## src/rtl/spi_slave_pkg.sv

```systemverilog
// Shared types and command codes for the SPI slave front end.
package spi_slave_pkg;

  typedef enum logic [2:0] {
    IDLE    = 3'd0,
    HDR     = 3'd1,
    RX      = 3'd2,
    WAIT_TX = 3'd3,
    TX      = 3'd4,
    DONE    = 3'd5
  } state_t;

  localparam logic [2:0] CMD_WR_ADDR = 3'b000;
  localparam logic [2:0] CMD_WR_DATA = 3'b001;
  localparam logic [2:0] CMD_RD_ADDR = 3'b110;
  localparam logic [2:0] CMD_RD_DATA = 3'b111;

  localparam logic [1:0] KIND_WR_ADDR = 2'd0;
  localparam logic [1:0] KIND_WR_DATA = 2'd1;
  localparam logic [1:0] KIND_RD_ADDR = 2'd2;

  function automatic logic is_rx_cmd(input logic [2:0] code);
    return (code == CMD_WR_ADDR) || (code == CMD_WR_DATA) || (code == CMD_RD_ADDR);
  endfunction

  function automatic logic [1:0] cmd_kind(input logic [2:0] code);
    logic [1:0] kind;
    kind = KIND_WR_ADDR;
    if (code == CMD_WR_DATA) kind = KIND_WR_DATA;
    if (code == CMD_RD_ADDR) kind = KIND_RD_ADDR;
    return kind;
  endfunction

endpackage

```

## src/rtl/spi_slave_ctrl_if.sv

```systemverilog
// Pin and register-side signals of the SPI slave; parity_err exists only
// with SPI_SLAVE_PARITY_EN defined.
interface spi_slave_ctrl_if #(parameter int DATA_W = 8);
  logic              ss_n;
  logic              mosi;
  logic              miso;
  logic [DATA_W-1:0] rx_data;
  logic [1:0]        rx_kind;
  logic              rx_valid;
  logic              tx_req;
  logic [DATA_W-1:0] tx_data;
  logic              tx_valid;
  logic              tx_ready;
  logic              frame_err;
  logic              busy;
`ifdef SPI_SLAVE_PARITY_EN
  logic              parity_err;
`endif

  modport slave (
    input  ss_n, mosi, tx_data, tx_valid,
    output miso, rx_data, rx_kind, rx_valid, tx_req, tx_ready, frame_err, busy
`ifdef SPI_SLAVE_PARITY_EN
    , output parity_err
`endif
  );

  modport master (
    output ss_n, mosi, tx_data, tx_valid,
    input  miso, rx_data, rx_kind, rx_valid, tx_req, tx_ready, frame_err, busy
`ifdef SPI_SLAVE_PARITY_EN
    , input parity_err
`endif
  );
endinterface

```

## src/rtl/spi_shifter.sv

```systemverilog
// Shared parallel-load / serial-in register; its MSB is the serial output.
// Clear and reset win over load, load wins over shift; no backpressure.
module spi_shifter #(parameter int W = 8) (
  input  logic         clk,
  input  logic         rst,
  input  logic         clr,
  input  logic         load,
  input  logic [W-1:0] load_dat,
  input  logic         shift,
  input  logic         sin,
  output logic [W-1:0] q
);

  always_ff @(posedge clk) begin
    if (rst || clr)  q <= '0;
    else if (load)   q <= load_dat;
    else if (shift)  q <= {q[W-2:0], sin};
  end

endmodule

```

## src/rtl/spi_slave_ctrl.sv

```systemverilog
// SPI slave: 3-bit header, DATA_W payload in/out; rx_valid 1 cycle after last bit.
// Read data is held off via tx_ready/tx_valid; SPI_SLAVE_PARITY_EN adds an even-parity bit.
module spi_slave_ctrl
  import spi_slave_pkg::*;
#(
  parameter int DATA_W = 8
) (
  input  logic            clk,
  input  logic            rst,
  spi_slave_ctrl_if.slave bus
);

  localparam int CNT_W = $clog2(DATA_W + 2);
`ifdef SPI_SLAVE_PARITY_EN
  localparam logic [CNT_W-1:0] LAST = CNT_W'(DATA_W);
`else
  localparam logic [CNT_W-1:0] LAST = CNT_W'(DATA_W - 1);
`endif

  state_t            state, state_nxt;
  logic [CNT_W-1:0]  cnt;
  logic [1:0]        hdr;
  logic [1:0]        kind_q;
  logic [2:0]        code;
  logic [DATA_W-1:0] sh_q;
  logic              sh_load, sh_shift, sh_clr, sh_sin;
  logic              abort;
  logic [DATA_W-1:0] rx_data_q;
  logic [1:0]        rx_kind_q;
  logic              rx_valid_q, tx_req_q, frame_err_q;
`ifdef SPI_SLAVE_PARITY_EN
  logic              par_q, parity_err_q;
`endif

  assign code = {hdr, bus.mosi};

  always_ff @(posedge clk) begin
    if (rst) state <= IDLE;
    else     state <= state_nxt;
  end

  always_comb begin
    state_nxt = state;
    case (state)
      IDLE:    if (!bus.ss_n) state_nxt = HDR;
      HDR: begin
        if (bus.ss_n)                       state_nxt = IDLE;
        else if (cnt == CNT_W'(2)) begin
          if (is_rx_cmd(code))              state_nxt = RX;
          else if (code == CMD_RD_DATA)     state_nxt = WAIT_TX;
          else                              state_nxt = DONE;
        end
      end
      RX: begin
        if (bus.ss_n)                       state_nxt = IDLE;
        else if (cnt == LAST)               state_nxt = DONE;
      end
      WAIT_TX: begin
        if (bus.ss_n)                       state_nxt = IDLE;
        else if (bus.tx_valid)              state_nxt = TX;
      end
      TX: begin
        if (bus.ss_n)                       state_nxt = IDLE;
        else if (cnt == LAST)               state_nxt = DONE;
      end
      DONE:    if (bus.ss_n) state_nxt = IDLE;
      default: state_nxt = IDLE;
    endcase
  end

  always_comb begin
    abort        = bus.ss_n && (state == HDR || state == RX || state == WAIT_TX || state == TX);
    bus.busy     = (state != IDLE);
    bus.tx_ready = (state == WAIT_TX);
    sh_clr       = abort;
    sh_load      = (state == WAIT_TX) && !bus.ss_n && bus.tx_valid;
    // The parity bit, when present, is checked against the payload, not shifted in.
    sh_shift     = !bus.ss_n && ((state == TX) || ((state == RX) && (cnt < CNT_W'(DATA_W))));
    sh_sin       = (state == RX) && bus.mosi;
    bus.miso     = 1'b0;
    if (state == TX) begin
`ifdef SPI_SLAVE_PARITY_EN
      bus.miso = (cnt == CNT_W'(DATA_W)) ? par_q : sh_q[DATA_W-1];
`else
      bus.miso = sh_q[DATA_W-1];
`endif
    end
  end

  spi_shifter #(.W(DATA_W)) u_shifter (
    .clk      (clk),
    .rst      (rst),
    .clr      (sh_clr),
    .load     (sh_load),
    .load_dat (bus.tx_data),
    .shift    (sh_shift),
    .sin      (sh_sin),
    .q        (sh_q)
  );

  always_ff @(posedge clk) begin
    if (rst) begin
      cnt          <= '0;
      hdr          <= '0;
      kind_q       <= '0;
      rx_data_q    <= '0;
      rx_kind_q    <= '0;
      rx_valid_q   <= 1'b0;
      tx_req_q     <= 1'b0;
      frame_err_q  <= 1'b0;
`ifdef SPI_SLAVE_PARITY_EN
      par_q        <= 1'b0;
      parity_err_q <= 1'b0;
`endif
    end else begin
      rx_valid_q   <= 1'b0;
      tx_req_q     <= 1'b0;
      frame_err_q  <= 1'b0;
`ifdef SPI_SLAVE_PARITY_EN
      parity_err_q <= 1'b0;
`endif
      if (abort) begin
        frame_err_q <= 1'b1;
        cnt         <= '0;
        hdr         <= '0;
      end else begin
        case (state)
          IDLE: if (!bus.ss_n) begin
            hdr <= {1'b0, bus.mosi};
            cnt <= CNT_W'(1);
          end
          HDR: begin
            hdr <= {hdr[0], bus.mosi};
            cnt <= cnt + CNT_W'(1);
            if (cnt == CNT_W'(2)) begin
              cnt <= '0;
              if (is_rx_cmd(code))          kind_q   <= cmd_kind(code);
              else if (code == CMD_RD_DATA) tx_req_q <= 1'b1;
              else                          frame_err_q <= 1'b1;
            end
          end
          RX: begin
            cnt <= cnt + CNT_W'(1);
            if (cnt == LAST) begin
`ifdef SPI_SLAVE_PARITY_EN
              if ((^sh_q) == bus.mosi) begin
                rx_data_q  <= sh_q;
                rx_kind_q  <= kind_q;
                rx_valid_q <= 1'b1;
              end else begin
                parity_err_q <= 1'b1;
              end
`else
              rx_data_q  <= {sh_q[DATA_W-2:0], bus.mosi};
              rx_kind_q  <= kind_q;
              rx_valid_q <= 1'b1;
`endif
            end
          end
          WAIT_TX: if (bus.tx_valid) begin
            cnt <= '0;
`ifdef SPI_SLAVE_PARITY_EN
            par_q <= ^bus.tx_data;
`endif
          end
          TX:      cnt <= cnt + CNT_W'(1);
          default: cnt <= '0;
        endcase
      end
    end
  end

  assign bus.rx_data   = rx_data_q;
  assign bus.rx_kind   = rx_kind_q;
  assign bus.rx_valid  = rx_valid_q;
  assign bus.tx_req    = tx_req_q;
  assign bus.frame_err = frame_err_q;
`ifdef SPI_SLAVE_PARITY_EN
  assign bus.parity_err = parity_err_q;
`endif

endmodule

```

## src/flat_wrapper.sv

```systemverilog
// flat-port wrapper written by rule: the top's interface ports become plain ports
module spi_slave_ctrl_flat import spi_slave_pkg::*;
#(
  parameter int DATA_W = 8
)
  (clk, rst, bus_ss_n, bus_mosi, bus_tx_data, bus_tx_valid, bus_miso, bus_rx_data, bus_rx_kind, bus_rx_valid, bus_tx_req, bus_tx_ready, bus_frame_err, bus_busy);
  spi_slave_ctrl_if #(.DATA_W(DATA_W)) bus_i ();
  input  logic clk;
  input  logic rst;
  input wire logic [$bits(bus_i.ss_n)-1:0] bus_ss_n;
  input wire logic [$bits(bus_i.mosi)-1:0] bus_mosi;
  input wire logic [$bits(bus_i.tx_data)-1:0] bus_tx_data;
  input wire logic [$bits(bus_i.tx_valid)-1:0] bus_tx_valid;
  output wire logic [$bits(bus_i.miso)-1:0] bus_miso;
  output wire logic [$bits(bus_i.rx_data)-1:0] bus_rx_data;
  output wire logic [$bits(bus_i.rx_kind)-1:0] bus_rx_kind;
  output wire logic [$bits(bus_i.rx_valid)-1:0] bus_rx_valid;
  output wire logic [$bits(bus_i.tx_req)-1:0] bus_tx_req;
  output wire logic [$bits(bus_i.tx_ready)-1:0] bus_tx_ready;
  output wire logic [$bits(bus_i.frame_err)-1:0] bus_frame_err;
  output wire logic [$bits(bus_i.busy)-1:0] bus_busy;
  assign bus_i.ss_n = bus_ss_n;
  assign bus_i.mosi = bus_mosi;
  assign bus_i.tx_data = bus_tx_data;
  assign bus_i.tx_valid = bus_tx_valid;
  assign bus_miso = bus_i.miso;
  assign bus_rx_data = bus_i.rx_data;
  assign bus_rx_kind = bus_i.rx_kind;
  assign bus_rx_valid = bus_i.rx_valid;
  assign bus_tx_req = bus_i.tx_req;
  assign bus_tx_ready = bus_i.tx_ready;
  assign bus_frame_err = bus_i.frame_err;
  assign bus_busy = bus_i.busy;
  spi_slave_ctrl #(.DATA_W(DATA_W)) u_core (.clk(clk), .rst(rst), .bus(bus_i));
endmodule
```

## config.mk

```make
export PLATFORM = sky130hd
export DESIGN_NAME = spi_slave_ctrl_flat
export DESIGN_NICKNAME = d
export VERILOG_FILES = /design/src/rtl/spi_slave_pkg.sv /design/src/rtl/spi_slave_ctrl_if.sv /design/src/rtl/spi_shifter.sv /design/src/rtl/spi_slave_ctrl.sv /design/src/flat_wrapper.sv
export SDC_FILE = /design/constraint.sdc
export NUM_CORES = 1
export LEC_CHECK = 0
export CAP_MARGIN = 15
export CORE_MARGIN = 2
export CORE_UTILIZATION = 53
export DETAILED_ROUTE_END_ITERATION = 8
export PLACE_DENSITY = 0.79
export SYNTH_ARGS = -nofsm -noshare
export SYNTH_HDL_FRONTEND = slang
export SYNTH_SLANG_ARGS = --single-unit
```

## constraint.sdc

```tcl
create_clock -name clk -period 3 [get_ports clk]
set_clock_uncertainty 0.2 [all_clocks]
set_input_delay 0.6 -clock clk [delete_from_list [all_inputs] [get_ports clk]]
set_output_delay 0.6 -clock clk [all_outputs]
set_load 0.02 [all_outputs]
```

Word-level counts from Yosys, hierarchy flattened
Index checks and enable logic that the tools add are counted.

Memory bits (read-only): 0. Bits in latches: 0. Word-level logic and storage cells: 89. Output and inout port bits: 16. RAM bits: 0. Memories: 0. Bits of input ports: 13. Bits in registers: 32.

Bitwise operators: 4. Order comparisons: 1. Divide/modulo/power cells: 0. Reductions and logical operators: 28. $add $sub $neg: 1. Shifts and indexed selects: 0. Multiplexer cells: 29. Multiply operators: 0. Equality and inequality tests: 16.

Operators by type and width (number): $mux W3 (10); $mux W8 (2); $pmux W4 S4 (1); $pmux W3 S5 (1); $eq A3 B3 Y1 const B (4); $mux W4 (3); $mux W1 (9); $logic_or A1 B1 Y1 (7); $eq A3 B1 Y1 const B (2); $eq A3 B2 Y1 const B (2); $logic_and A1 B1 Y1 (6); $logic_not A3 Y1 (2); $ne A2 B2 Y1 const B (3); $ne A3 B3 Y1 const B (2); $reduce_and A5 Y1 (1); $reduce_or A5 Y1 (1); $add A4 B1 Y4 const B (1); $eq A4 B2 Y1 const B (1); $eq A4 B3 Y1 const B (1); $lt A4 B4 Y1 const B (1); $mux W2 (2); $not A1 Y1 (4); $pmux W2 S2 (1); $reduce_and A2 Y1 (2); 8 further kinds (10).

Longest topological paths before layout
Gate-level depths: netlist of the first run.

Depth in word-level cells: 7. Depth in mapped cells: 8. Gate-level depth less buffers: 6.

By module
Synthesis of the first run repeated with hierarchy kept, for this count alone.

Cells, all modules: 190. Area total of the unflattened synthesis: 1775.5 sq um.

Modules (own cells, without submodules): spi_slave_ctrl (cells an instance 155, sequential area each 480.5 sq um, times used 1, area an instance 1335.0 sq um); spi_shifter (cells an instance 35, sequential area each 160.2 sq um, times used 1, area an instance 440.4 sq um).

Worst setup path before layout of the first run
OpenSTA, ideal clock, no wires.

Kind: register -> register. Start point: register u_core.cnt[0]. End point: register u_core.state[0]. Path slack: 913 ps. Arrival time: 1766 ps. Required time: 2678 ps. Path buffers: 0. Period minus slack after synthesis: 2087 ps. Setup time: 122 ps. Stages on the path, launching flop included: 7. Cell sequence: dfxtp_1 > inv_1 > ha_1 > or3b_1 > a2111oi_2 > nor2_1 > o311a_1.

Cells in the longest elaborated chain, start to end: 3. Elaborated cells between the ends (all ways): 5. Those cells by class: 4 x eq/ne; 1 x reduce/logical.

Ends and longest elaborated chain: start, declared (line spi_slave_ctrl.sv:21) `logic [CNT_W-1:0] cnt;`; start signal, assigned (line spi_slave_ctrl.sv:134) `cnt <= cnt + CNT_W'(1);`; start signal, assigned (line spi_slave_ctrl.sv:143) `cnt <= cnt + CNT_W'(1);`; start signal, assigned (line spi_slave_ctrl.sv:166) `TX: cnt <= cnt + CNT_W'(1);`; $eq A4 B2 Y1 / $eq A4 B3 Y1 (equally long branches) (line spi_slave_ctrl.sv:48, spi_slave_ctrl.sv:56, spi_slave_ctrl.sv:64); $ne A3 B3 Y1 (no line) / $ne A3 B1 Y1 (equally long branches); $reduce_and A5 Y1 (no line) (*); end signal, assigned (line spi_slave_ctrl.sv:39) `else state <= state_nxt;`; end, declared (line spi_slave_ctrl.sv:20) `state_t state, state_nxt;`.

Mark *: on every way between the ends. The rest lies on a longest branch, timed or not. A chain may end at the register's enable or synchronous reset.

Final worst setup path of the first run
Start point: register u_core.state[2]. End point: output bus_busy.

Cells in the longest elaborated chain, start to end: 1.

Ends and longest elaborated chain: $reduce_bool A3 Y1 (line spi_slave_ctrl.sv:73) `bus.busy = (state != IDLE);`; end, declared (line flat_wrapper.sv:21) `output wire logic [$bits(bus_i.busy)-1:0] bus_busy;`.

Every way passes these cells.

==> results of run 1 <==
## critical path, stage by stage, from the launching register on
cell             delay, ns
dfxtp_1               0.78
nor3_2                0.17
inv_2                 0.15
clkdlybuf4s50_1       0.61
## layout make-up
class                   count  area [um2]
multi-input cells         139         978
clock buffers               8        58.8
well taps                  44        55.1
repair buffers             33         318
fillers                   277        1000
inverters                  13        48.8
flip-flops and latches     32         641
## kinds of logic after synthesis
| group | share of synthesized area |
|---|---|
| AO/OA/AOI/OAI | 0.273 |
| XOR/XNOR | 0.00997 |
| adder cells (fa/ha/maj) | 0.0142 |
| buffers and inverters | 0.0790 |
| flip-flops | 0.364 |
| multiplexers | 0.0626 |
| AND/OR/NAND/NOR | 0.196 |
## synth_stat cells, drive strengths merged
cell type / count
nand4: 1
xor2: 1
a41o: 1
nand2b: 2
o2111ai: 2
o211ai: 2
nor3: 2
and3: 8
nor3b: 2
buf: 11
or2: 2
a211oi: 14
ha: 2
o311a: 1
and3b: 2
a21o: 2
mux2i: 11
or4: 1
clkbuf: 6
dfxtp: 32
or4bb: 1
inv: 13
nand3: 4
nand2: 4
a311oi: 1
a32o: 1
a31oi: 1
a211o: 2
and2: 1
o21ai: 7
a21oi: 15
or3b: 3
nor2b: 4
a2111oi: 12
o22ai: 1
or3: 2
xnor2: 1
nor4: 1
nor2: 21
nand3b: 1
## per-stage QoR
step / cells / hold WS (ns) / worst slack (ns)
after floorplan: 201 / 0.229 / 0.913
after global placement: 261 / 0.248 / 0.380
after detailed placement: 261 / 0.251 / 0.321
after CTS: 269 / 0.264 / 0.169
after global routing: 269 / 0.294 / 0.0461
final: 269 / 0.260 / 0.153
## power by group through the flow
stage / combinational (W) / clock [W] / sequential (W)
global placement: 0.000483 / 0 / 0.000588
floorplan: 0.000461 / 0 / 0.000521
finish: 0.000504 / 0.000260 / 0.000581
global route: 0.000566 / 0.000283 / 0.000592
CTS: 0.000503 / 0.000263 / 0.000580
detailed placement: 0.000501 / 0 / 0.000589
## worst paths after layout
kind | startpoint | to
max | u_core.state[2]$_SDFFE_PP0P_ | bus_busy
min | u_core.u_shifter.q[7]$_SDFFE_PP0P_ | u_core.u_shifter.q[7]$_SDFFE_PP0P_
max reg2reg | u_core.state[2]$_SDFFE_PP0P_ | u_core.cnt[0]$_SDFFE_PP0P_
min reg2reg | u_core.u_shifter.q[7]$_SDFFE_PP0P_ | u_core.u_shifter.q[7]$_SDFFE_PP0P_
## registers in the layout, indices dropped and copies added, names as in the netlist
name                  flops
u_core.state              3
u_core.bus.rx_valid       1
u_core.bus.frame_err      1
u_core.hdr                2
u_core.bus.tx_req         1
u_core.bus.rx_kind        2
u_core.u_shifter.q        8
u_core.bus.rx_data        8
u_core.kind_q             2
u_core.cnt                4
## routing by layer
layer	global-route usage	vias to the layer above	part of all wire	routed length, um
li1	-	794	-	-
met2	0.391	42	0.49	1970
met4	0.0881	0	0.013	51
met5	0	-	0	0
met1	0.286	753	0.44	1750
met3	0.0756	7	0.052	208
==> metrics, run 1 <==
Logic pwr share 0.375; CORE AREA 0.00310 mm2; Skew-Pair Late Insertion Delay 0.34 ns; CP arrival 2.05 ns; CTS Buffer Depth 2; Pint 0.000802 W; number of max-cap violations 0; Inserted Clock Buffers 5; Clock transition at path regs 0.10 ns; worst vdd ir 0.000438 V; final period utilization 0.949; Slew HR 0.542; DRC violations left 0; PwrDens 641 mW/mm2; CP Launch Type flip-flop; CP Max Fanout 20; TritonRoute pass-1 iters 4; worst endpoint required time 2.20 ns; wire length per cell 14.8 um; commonest cells after routing, fill and taps aside 32 x dfxtp_1, 28 x clkdlybuf4s50_1, 21 x nor2_1; CTS H-tree depth 2; initial antenna violation count 0; IO Pins 29; DP HPWL 2.86 mm; global-route wire length before repair 6.60 mm; largest net degree at the start of global routing 23; Seq pwr share 0.432; Gate Count Post-Synth 201; clock root cell clkbuf_4; DRT iter0 DRCs 96; Setup TNS 0 ns; post-placement cell area 0.00204 mm2; Synthesis Warnings 0; vias per std cell 5.93; hold path cells 2; Post-DRT Antenna Nets 0; outcome finished clean; setup violators final 0; P_sw 0.000544 W; total power 0.00135 W; WS Path Type flip-flop to primary output; number of global-route vias before repair 1,496; cts repair resizes 0; final instance area 0.00210 mm2; commonest non-fill, non-tap cell in the layout dfxtp_1; Setup crit end kind primary output; RSZ-0062 raised after global routing no; Yosys cell types 49; Layout area overhead 19.4%; TritonCTS clock tree built; Avg Synthesized Cell Area 8.75 um2; I/O Buffers 28; Syn Std Cell Area 0.00176 mm2; DR vias 1,596; Overflow after GRT 0; layout cell share with drive strength beyond 1 0.0933; total track usage 0.236; Initial Util 0.567; Die Wd 61.6 um; Leakage 0.809 nW; Sw Share 0.404; Final Critical Period 2.85 ns; clk sinks 32; Final #Nets 239; # diodes 0; register bit count reported by yosys 32; row count 20; Seq/Total Area, Yosys 0.364; final hold vios 0; Placer Congestion 0.865; die area 0.00379 mm2; Synth top area share 0.364; Reg2Reg Depth 4; Post-Route WL 3.98 mm; final design utilization 0.677; share of total power in the clock network 0.193; Least-Margin Pin Slew 0.686 ns; largest cells by area after synthesis dfxtp_1 36%, mux2i_1 6.3%, a211oi_1 6.0%; cts-stage hold buffer count 0; die height 61.6 um; Post CTS Setup Buffer Count 0; worst min-delay path category flip-flop to flip-flop; flop2flop setup slack 0.59 ns; Slew Limit Fails 0; post-synthesis net count 216; fmax 351 MHz; largest area contributor in the netlist dfxtp_1
Power figures use the tool's default switching activity.
==> run 2, diff against run 1 <==
CORE_MARGIN = 3   (was 2)
==> run 2 against run 1 <==
Compared with the run above: critical path depth unchanged; die area up 6.6%; register-to-register slack worse by 0.03 ns; design area down 0.60%; cell count down 0.37%; routed wire length down 0.25%; core utilization down 0.40 points; flip-flop and latch count unchanged; largest cell class unchanged; largest power group unchanged; highest routed layer unchanged.
==> metrics, run 2 (same netlist as run 1, synthesis figures left out) <==
outcome finished clean; total power 0.00132 W; final hold vios 0; CTS H-tree depth 2; Post-Route WL 3.97 mm; clk sinks 32; largest net degree at the start of global routing 23; TritonRoute pass-1 iters 6; PwrDens 633 mW/mm2; register cell area after layout 641 um2; number of max-cap violations 0; wire length per cell 14.8 um; final period utilization 0.947; Slew HR 0.557; WL met3 166 um; clock root cell clkbuf_4; Leakage 0.805 nW; I/O Buffers 28; RSZ-0062 raised after global routing no; die area 0.00404 mm2; Final Critical Period 2.84 ns; Die Wd 63.6 um; worst vdd ir 0.000348 V; DR vias 1,580; Slew Limit Fails 0; commonest cells after routing, fill and taps aside 32 x dfxtp_1, 28 x clkdlybuf4s50_1, 21 x nor2_1; met2 WL post-DR 1.95 mm; TritonCTS clock tree built; Placer Congestion 0.829; cts repair resizes 0; setup violators final 0; Layout area overhead 18.7%; Overflow after GRT 0; worst min-delay path category flip-flop to flip-flop; layout cell share with drive strength beyond 1 0.0938; DR top layer met4; DRC violations left 0; Skew-Pair Late Insertion Delay 0.34 ns; Least-Margin Pin Slew 0.663 ns; cts-stage hold buffer count 0; worst endpoint required time 2.20 ns; total track usage 0.215; initial antenna violation count 0; Inserted Clock Buffers 5; Initial Util 0.567; Setup TNS 0 ns; RR Startpoint u_core.state[1]$_SDFFE_PP0P_; CP arrival 2.04 ns; CP Max Fanout 20; commonest non-fill, non-tap cell in the layout dfxtp_1; fmax 352 MHz; Clock transition at path regs 0.10 ns; Setup crit end kind primary output; # diodes 0; Metal-1 WL 1.79 mm; hold_sp u_core.u_shifter.q[7]$_SDFFE_PP0P_; Worst Setup SP u_core.state[2]$_SDFFE_PP0P_; vias per std cell 5.90; Fillers 287; Post CTS Setup Buffer Count 0; multi-input logic area 978 um2; DP HPWL 2.93 mm; row count 20; CP Launch Type flip-flop; CTS Buffer Depth 2; number of global-route vias before repair 1,536; Final #Nets 239; global-route wire length before repair 6.96 mm; die height 63.6 um; IO Pins 29; CORE AREA 0.00310 mm2; Post-DRT Antenna Nets 0; WS Path Type flip-flop to primary output; DRT iter0 DRCs 87
-- run 2: cell count changes in the layout (fill, tap and decap cells not counted), sizes merged --
cell and delta:
clkinv +1, clkbuf -2
-- run 2: critical path, cell delays in order, from the launching register on --
cell and delay, ns:
dfxtp_1 0.76, nor3_2 0.16, inv_2 0.15, clkdlybuf4s50_1 0.62
-- run 2: stage by stage --
step	hold WS [ns]	setup WS, ns	area (um2)	instances	util
4_1_cts	0.295	0.158	2090	268	0.673
6_report	0.294	0.159	2090	268	0.673
2_1_floorplan	0.229	0.913	1760	201	-
5_1_grt	0.317	0.0511	2090	268	0.673
3_5_place_dp	0.275	0.280	2040	261	0.658
3_3_place_gp	0.245	0.426	2040	261	0.658
-- run 2: final timing paths --
kind                                                            to  slack (ns)  depth (start not counted)
worst max register to register  u_core.u_shifter.q[3]$_SDFFE_PP0P_        0.56                          4
worst min-delay path            u_core.u_shifter.q[7]$_SDFFE_PP0P_        0.29                          2
worst min register to register  u_core.u_shifter.q[7]$_SDFFE_PP0P_        0.29                          2
worst max-delay path                                      bus_busy        0.16                          3
-- run 2: metal layers --
| layer | global-route usage | up-vias |
|---|---|---|
| met1 | 0.270 | 744 |
| met2 | 0.351 | 34 |
| met4 | 0.0809 | 0 |
| met3 | 0.0553 | 8 |
| li1 | - | 794 |
| met5 | 0 | - |
-- run 2: cell type report --
class	instances	share of cell area
Multi-Input combinational cell	139	0.469
Sequential cell	32	0.307
Timing Repair Buffer	33	0.152
Tap cell	44	0.0264
Inverter	13	0.0234
Clock buffer	6	0.0198
Clock inverter	1	0.00240
-- run 2: report_power, final --
group | internal (W) | leakage (nW) | switching, W
combinational | 0.000206 | 0.517 | 0.000301
sequential | 0.000480 | 0.259 | 0.000101
clock | 0.0000861 | 0.0281 | 0.000147
total | 0.000772 | 0.805 | 0.000550
